<file path="config.mk">
export PLATFORM = sky130hd
export DESIGN_NAME = ps2_rx
export DESIGN_NICKNAME = d
export VERILOG_FILES = /design/src/rtl/ps2_rx.sv
export SDC_FILE = /design/constraint.sdc
export NUM_CORES = 1
export LEC_CHECK = 0
export BUFFER_PORTS_ARGS = -buffer_cell sky130_fd_sc_hd__buf_2
export CORE_ASPECT_RATIO = 2
export CORE_UTILIZATION = 59
export DETAILED_ROUTE_END_ITERATION = 10
export GPL_TIMING_DRIVEN = 0
export PLACE_DENSITY_LB_ADDON = 0.3
export SYNTH_ARGS = -nofsm -noshare
export SYNTH_HDL_FRONTEND = slang
export SYNTH_SLANG_ARGS = --single-unit
</file>
<file path="constraint.sdc">
create_clock -name clk -period 5.4 [get_ports clk]
set_clock_uncertainty 0.1 [all_clocks]
set_input_delay 1.62 -clock clk [delete_from_list [all_inputs] [get_ports clk]]
set_output_delay 1.62 -clock clk [all_outputs]
set_load 0.02 [all_outputs]
</file>
<file path="src/rtl/ps2_rx.sv">
// PS/2 device-to-host receiver: synchronises and deglitches the pins, then deserialises 11-bit frames into scan codes.
// Optional mid-frame watchdog enabled by defining PS2_RX_TIMEOUT_EN.
module ps2_rx #(
    parameter int FILTER_LEN     = 8,
    parameter int TIMEOUT_CYCLES = 50000
) (
    input  logic       clk,
    input  logic       reset,
    input  logic       ps2_clk,
    input  logic       ps2_dat,
    output logic [7:0] scan_code,
    output logic       scan_code_ready,
    output logic       scan_code_error
);

    typedef enum logic [1:0] {IDLE, DATA, PARITY, STOP} state_t;

    logic       ps2_clk_p0, ps2_clk_p1;
    logic       ps2_dat_p0, ps2_dat_p1;
    logic       fclk, fclk_d;
    logic [7:0] flt_cnt;
    logic       fall;

    state_t     state;
    logic [2:0] bit_cnt;
    logic [7:0] shreg;
    logic       par_bit;

    // Stage p0/p1: two-flop synchronisers, idle-high
    always_ff @(posedge clk) begin
        if (reset) begin
            ps2_clk_p0 <= 1'b1;
            ps2_clk_p1 <= 1'b1;
            ps2_dat_p0 <= 1'b1;
            ps2_dat_p1 <= 1'b1;
        end else begin
            ps2_clk_p0 <= ps2_clk;
            ps2_clk_p1 <= ps2_clk_p0;
            ps2_dat_p0 <= ps2_dat;
            ps2_dat_p1 <= ps2_dat_p0;
        end
    end

    // Clock filter: fclk follows the synchronised clock only after FILTER_LEN agreeing samples
    always_ff @(posedge clk) begin
        if (reset) begin
            fclk    <= 1'b1;
            fclk_d  <= 1'b1;
            flt_cnt <= 8'd0;
        end else begin
            fclk_d <= fclk;
            if (ps2_clk_p1 == fclk) begin
                flt_cnt <= 8'd0;
            end else if (flt_cnt == 8'(FILTER_LEN - 1)) begin
                fclk    <= ~fclk;
                flt_cnt <= 8'd0;
            end else begin
                flt_cnt <= flt_cnt + 8'd1;
            end
        end
    end

    assign fall = fclk_d & ~fclk;

`ifdef PS2_RX_TIMEOUT_EN
    localparam int WD_W = $clog2(TIMEOUT_CYCLES + 1);
    logic [WD_W-1:0] wdog;
`endif

    // Frame FSM: samples data on filtered falling edges and emits one-cycle strobes
    always_ff @(posedge clk) begin
        if (reset) begin
            state           <= IDLE;
            bit_cnt         <= 3'd0;
            shreg           <= 8'h00;
            par_bit         <= 1'b0;
            scan_code       <= 8'h00;
            scan_code_ready <= 1'b0;
            scan_code_error <= 1'b0;
`ifdef PS2_RX_TIMEOUT_EN
            wdog            <= '0;
`endif
        end else begin
            scan_code_ready <= 1'b0;
            scan_code_error <= 1'b0;
`ifdef PS2_RX_TIMEOUT_EN
            // A fall in the same cycle takes priority over the timeout
            if (fall || state == IDLE) begin
                wdog <= '0;
            end else if (wdog == WD_W'(TIMEOUT_CYCLES - 1)) begin
                wdog            <= '0;
                state           <= IDLE;
                scan_code_error <= 1'b1;
            end else begin
                wdog <= wdog + 1'b1;
            end
`endif
            if (fall) begin
                case (state)
                    IDLE: begin
                        if (!ps2_dat_p1) begin
                            state   <= DATA;
                            bit_cnt <= 3'd0;
                        end
                    end
                    DATA: begin
                        shreg   <= {ps2_dat_p1, shreg[7:1]};
                        bit_cnt <= bit_cnt + 3'd1;
                        if (bit_cnt == 3'd7) begin
                            state <= PARITY;
                        end
                    end
                    PARITY: begin
                        par_bit <= ps2_dat_p1;
                        state   <= STOP;
                    end
                    STOP: begin
                        state <= IDLE;
                        if (ps2_dat_p1 && (^{shreg, par_bit})) begin
                            scan_code       <= shreg;
                            scan_code_ready <= 1'b1;
                        end else begin
                            scan_code_error <= 1'b1;
                        end
                    end
                    default: state <= IDLE;
                endcase
            end
        end
    end

endmodule

</file>
==> impl_table.tex <==
\begin{tabular}{lr}
\hline
Metric & Value \\
\hline
\multicolumn{2}{l}{\textbf{Layout}} \\
\quad Fraction of final layout cells sized beyond drive strength 1 & between 10 and 15\% \\
\quad Area of all placed cells without fillers & 1823 sq um \\
\quad Number of antenna cells inserted & 0 \\
\quad Layout area overhead & 10.71\% \\
\quad Total of fill cells in the finished design & around 210 \\
\quad Total number of nets in the final design & 195 \\
\multicolumn{2}{l}{\textbf{Pwr}} \\
\quad Power Density & 259.7 nW/um\^{}2 \\
\quad Worst IR drop on VDD & 0.2221 mV \\
\quad Total power draw & 0.0004735 W \\
\quad Leak Pwr & 0.7604 nW \\
\multicolumn{2}{l}{\textbf{Setup path}} \\
\quad Startpoint type of the worst setup path & register \\
\quad Worst-path maximum fanout & 2 \\
\quad Startpoint of the most critical register-to-register path & shreg[6] \\
\quad Delay of the slowest cell on the worst path & 0.33 ns \\
\quad Required time at the worst-slack endpoint & 3.68 ns \\
\quad CP delay by family, top & flip-flops \\
\quad Endpoint type of the worst setup path & output pin \\
\quad Stages on worst setup path & 1 \\
\quad Cells along the critical path & buf\_2 \\
\quad Data arrival at the endpoint of the critical path & 0.79 ns \\
\quad Number of buffers and inverters on the critical path & 1 \\
\quad Worst setup slack for register-to-register paths & 3.37 ns \\
\quad Slowest-stage cell, CP & dfxtp\_1 \\
\quad Capturing element of the worst setup path & scan\_code[4] \\
\quad R2R Path End & scan\_code[4] \\
\quad Worst setup path category & reg -> out \\
\quad Logic depth of the worst register-to-register path & 4 \\
\quad Timing startpoint of the critical path & scan\_code[4] \\
\multicolumn{2}{l}{\textbf{Timing}} \\
\quad Slew HR & 68.20\% \\
\quad Slew at the pin closest to its max-slew limit & 0.4759 ns \\
\quad Final count of negative-setup-slack endpoints & 0 \\
\quad Tightest hold margin & roughly 0.31 ns \\
\quad Final Cycle Share & 46.49\% \\
\quad Sum of negative setup slack & 0 ns \\
\quad Max-slew violation total from the final report & 0 \\
\quad Hold violation total from the final report & 0 \\
\quad Max Clk Rate & 398.3 MHz \\
\quad Min cycle time layout & between 2 and 3 ns \\
\quad Post-route setup slack & approximately 2.9 ns \\
\quad Setup repair after global routing missed its margin & false \\
\multicolumn{2}{l}{\textbf{Clock tree}} \\
\quad Number of resized instances in the post-cts repair step & 0 \\
\quad Clk Tree Root Cell & clkbuf\_8 \\
\quad Number of hold buffers added after cts & 0 \\
\quad Max Buffers Root-to-Sink & 2 \\
\quad Number of buffers created by CTS & 5 \\
\quad Maximum level of the CTS H-tree & 2 \\
\quad CTS tree & built \\
\quad Clock sink count & 38 \\
\quad Number of setup buffers added after CTS & 0 \\
\quad Clock-pin slew on the worst setup and hold paths & 0.07 ns \\
\quad Latest clock arrival within the worst-skew pair & 0.29 ns \\
\multicolumn{2}{l}{\textbf{Yosys}} \\
\quad Number of synthesized register bits & 38 \\
\quad Sequential share of the synthesized area & 46.20\% \\
\quad Share of flip-flops with an asynchronous set or reset & 0\% \\
\quad Average instance area after synthesis & 10.04 sq um \\
\quad Synthesized netlist cell count & $\sim$160 \\
\quad Number of synthesis warnings & 0 \\
\quad Count of flip-flops with a built-in enable after synthesis & 0 \\
\quad Netlist cell types & 30 \\
\quad Ys flop type & dfxtp\_1 \\
\quad Summed instance area of the synthesized netlist & 1647 sq um \\
\quad Post-synthesis net count & approximately 180 \\
\multicolumn{2}{l}{\textbf{Flow run}} \\
\quad Reported max-cap violation count & 0 \\
\multicolumn{2}{l}{\textbf{Drt}} \\
\quad Routed wire length & between 2 and 3 mm \\
\quad Final ANT Viol Nets & 0 \\
\quad Vias & 1165 \\
\quad Detailed-route DRC error count & 0 \\
\quad Via density per instance & 5.495 \\
\quad Count of routing violations after the opening detailed-route iteration & 22 \\
\quad Pre-antenna DRT Iters & 6 \\
\quad Routed length per instance & 14.00 um \\
\multicolumn{2}{l}{\textbf{Floorplanning}} \\
\quad Floorplan die height & 76.71 um \\
\quad Full die area & between 3000 and 4000 sq um \\
\quad Count of boundary I/O pins & 14 \\
\quad Die Wd & 39.36 um \\
\quad Placement Rows & 26 \\
\quad Core Area & 2603 sq um \\
\quad Initial core utilization & 63.27\% \\
\multicolumn{2}{l}{\textbf{Placement}} \\
\quad Dpl ws & 2.614 ns \\
\quad Final HPWL from detailed placement & 2.184 mm \\
\quad Final GP Congestion & 0.8405 \\
\quad Area post-placement & 1747 sq um \\
\quad Number of buffers added on ports & 13 \\
\multicolumn{2}{l}{\textbf{Global routing}} \\
\quad Antenna violations before repair & 0 \\
\quad Via count of the first global-routing pass & 1137 \\
\quad Pin count of the biggest net entering global routing & 11 \\
\quad GR Overflow Total & 0 \\
\quad Overall global routing resource usage & about 24\% \\
\quad Wire length of the first global-routing pass & 5.009 mm \\
\multicolumn{2}{l}{\textbf{Worst hold path}} \\
\quad Worst min-delay path class & reg -> reg \\
\multicolumn{2}{l}{\textbf{Status}} \\
\quad Run status & complete, no violations \\
\hline
\end{tabular}
==> logic make-up after synthesis <==
logic type / count (synthesis) / synth area share, %
AOI/OAI and AO/OA: 11 / 4.712
DFF: 38 / 46.20
xor gates and xnor gates: 13 / 8.738
muxes: 17 / 11.09
buffers and inverters: 10 / 2.280
adders and majority gates: 7 / 5.319
and+or+nand+nor: 68 / 21.66
==> flip-flops by register name (all words and copies together) (netlist names), 2 cells and up <==
signal	flops
bit_cnt	3
state	2
flt_cnt	8
shreg	8
scan_code	8
==> layer usage <==
| layer | wire (um) | global-route usage (%) |
|---|---|---|
| met5 | 0 | 0 |
| met4 | 89 | 12.76 |
| met3 | 92 | 6.936 |
| met2 | 1759 | 44.17 |
| met1 | 1026 | 21.06 |
==> where the power goes <==
group          internal, W   total, W  switching, W  leakage (nW)
Clock            0.0000888   0.000181     0.0000918        0.0383
Sequential        0.000282   0.000283    0.00000100         0.307
Combinational   0.00000444  0.0000101    0.00000567         0.415
==> worst min-delay path by stage <==
stage | cells after the start | end | slack [ns] | from
4_1_cts | 1 | ps2_dat_p1 | 0.31 | ps2_dat_p0
3_3_place_gp | 1 | ps2_dat_p1 | 0.29 | ps2_dat_p0
2_1_floorplan | 1 | ps2_clk_p1 | 0.29 | ps2_clk_p0
5_1_grt | 1 | ps2_dat_p1 | 0.33 | ps2_dat_p0
3_5_place_dp | 1 | ps2_dat_p1 | 0.30 | ps2_dat_p0
6_report | 1 | ps2_dat_p1 | 0.31 | ps2_dat_p0
==> cells in the final DEF (no fill, tap or decap) <==
| cell type | instances |
|---|---|
| dfxtp_1 | 38 |
| nor2_1 | 20 |
| nand2b_1 | 18 |
| mux2i_1 | 16 |
| buf_2 | 13 |
| clkbuf_1 | 9 |
| or2_2 | 7 |
| nand2_1 | 7 |
| ha_1 | 7 |
| xor2_1 | 6 |
| nand3_1 | 5 |
| xnor2_1 | 5 |
| clkbuf_8 | 5 |
| inv_1 | 3 |
| nor2b_1 | 3 |
| a21oi_1 | 3 |
| and3_1 | 2 |
| a31oi_1 | 2 |
| a32oi_1 | 2 |
| or4_1 | 1 |
| nor3_1 | 1 |
| a211o_1 | 1 |
| nand4b_1 | 1 |
| xor3_1 | 1 |
| xnor3_2 | 1 |
| mux2i_4 | 1 |
| a211oi_1 | 1 |
| and2_0 | 1 |
| o211ai_1 | 1 |
| or2b_1 | 1 |
| a311oi_1 | 1 |
| nand3b_1 | 1 |
==> final cells by class <==
| type | instances | area (sq um) | area share [%] |
|---|---|---|---|
| buffer | 7 | 26.28 | 1.441 |
| clock buffer | 7 | 76.32 | 4.187 |
| inverter | 3 | 11.26 | 0.6177 |
| multi-input combinational | 116 | 848.3 | 46.53 |
| sequential | 38 | 760.7 | 41.73 |
| tap | 28 | 35.03 | 1.922 |
| timing repair buffer | 13 | 65.06 | 3.569 |
==> stage by stage <==
| stage | instances | utilization (%) |
|---|---|---|
| floorplan | 164 | - |
| global placement | 205 | 67.12 |
| detailed placement | 205 | 67.12 |
| CTS | 212 | 70.05 |
| global route | 212 | 70.05 |
| finish | 212 | 70.05 |
==> synthesized netlist by cell type (all sizes together) (5+ instances only) <==
library cell	number	share of area [%]
or2	7	2.7
nor2	20	4.6
dfxtp	38	46
nand2	7	1.6
nand3	5	1.5
clkbuf	7	1.6
xor2	6	3.2
ha	7	5.3
xnor2	5	2.7
mux2i	17	11
nand2b	18	6.8
No activity file was read; power rests on OpenSTA's default activity.
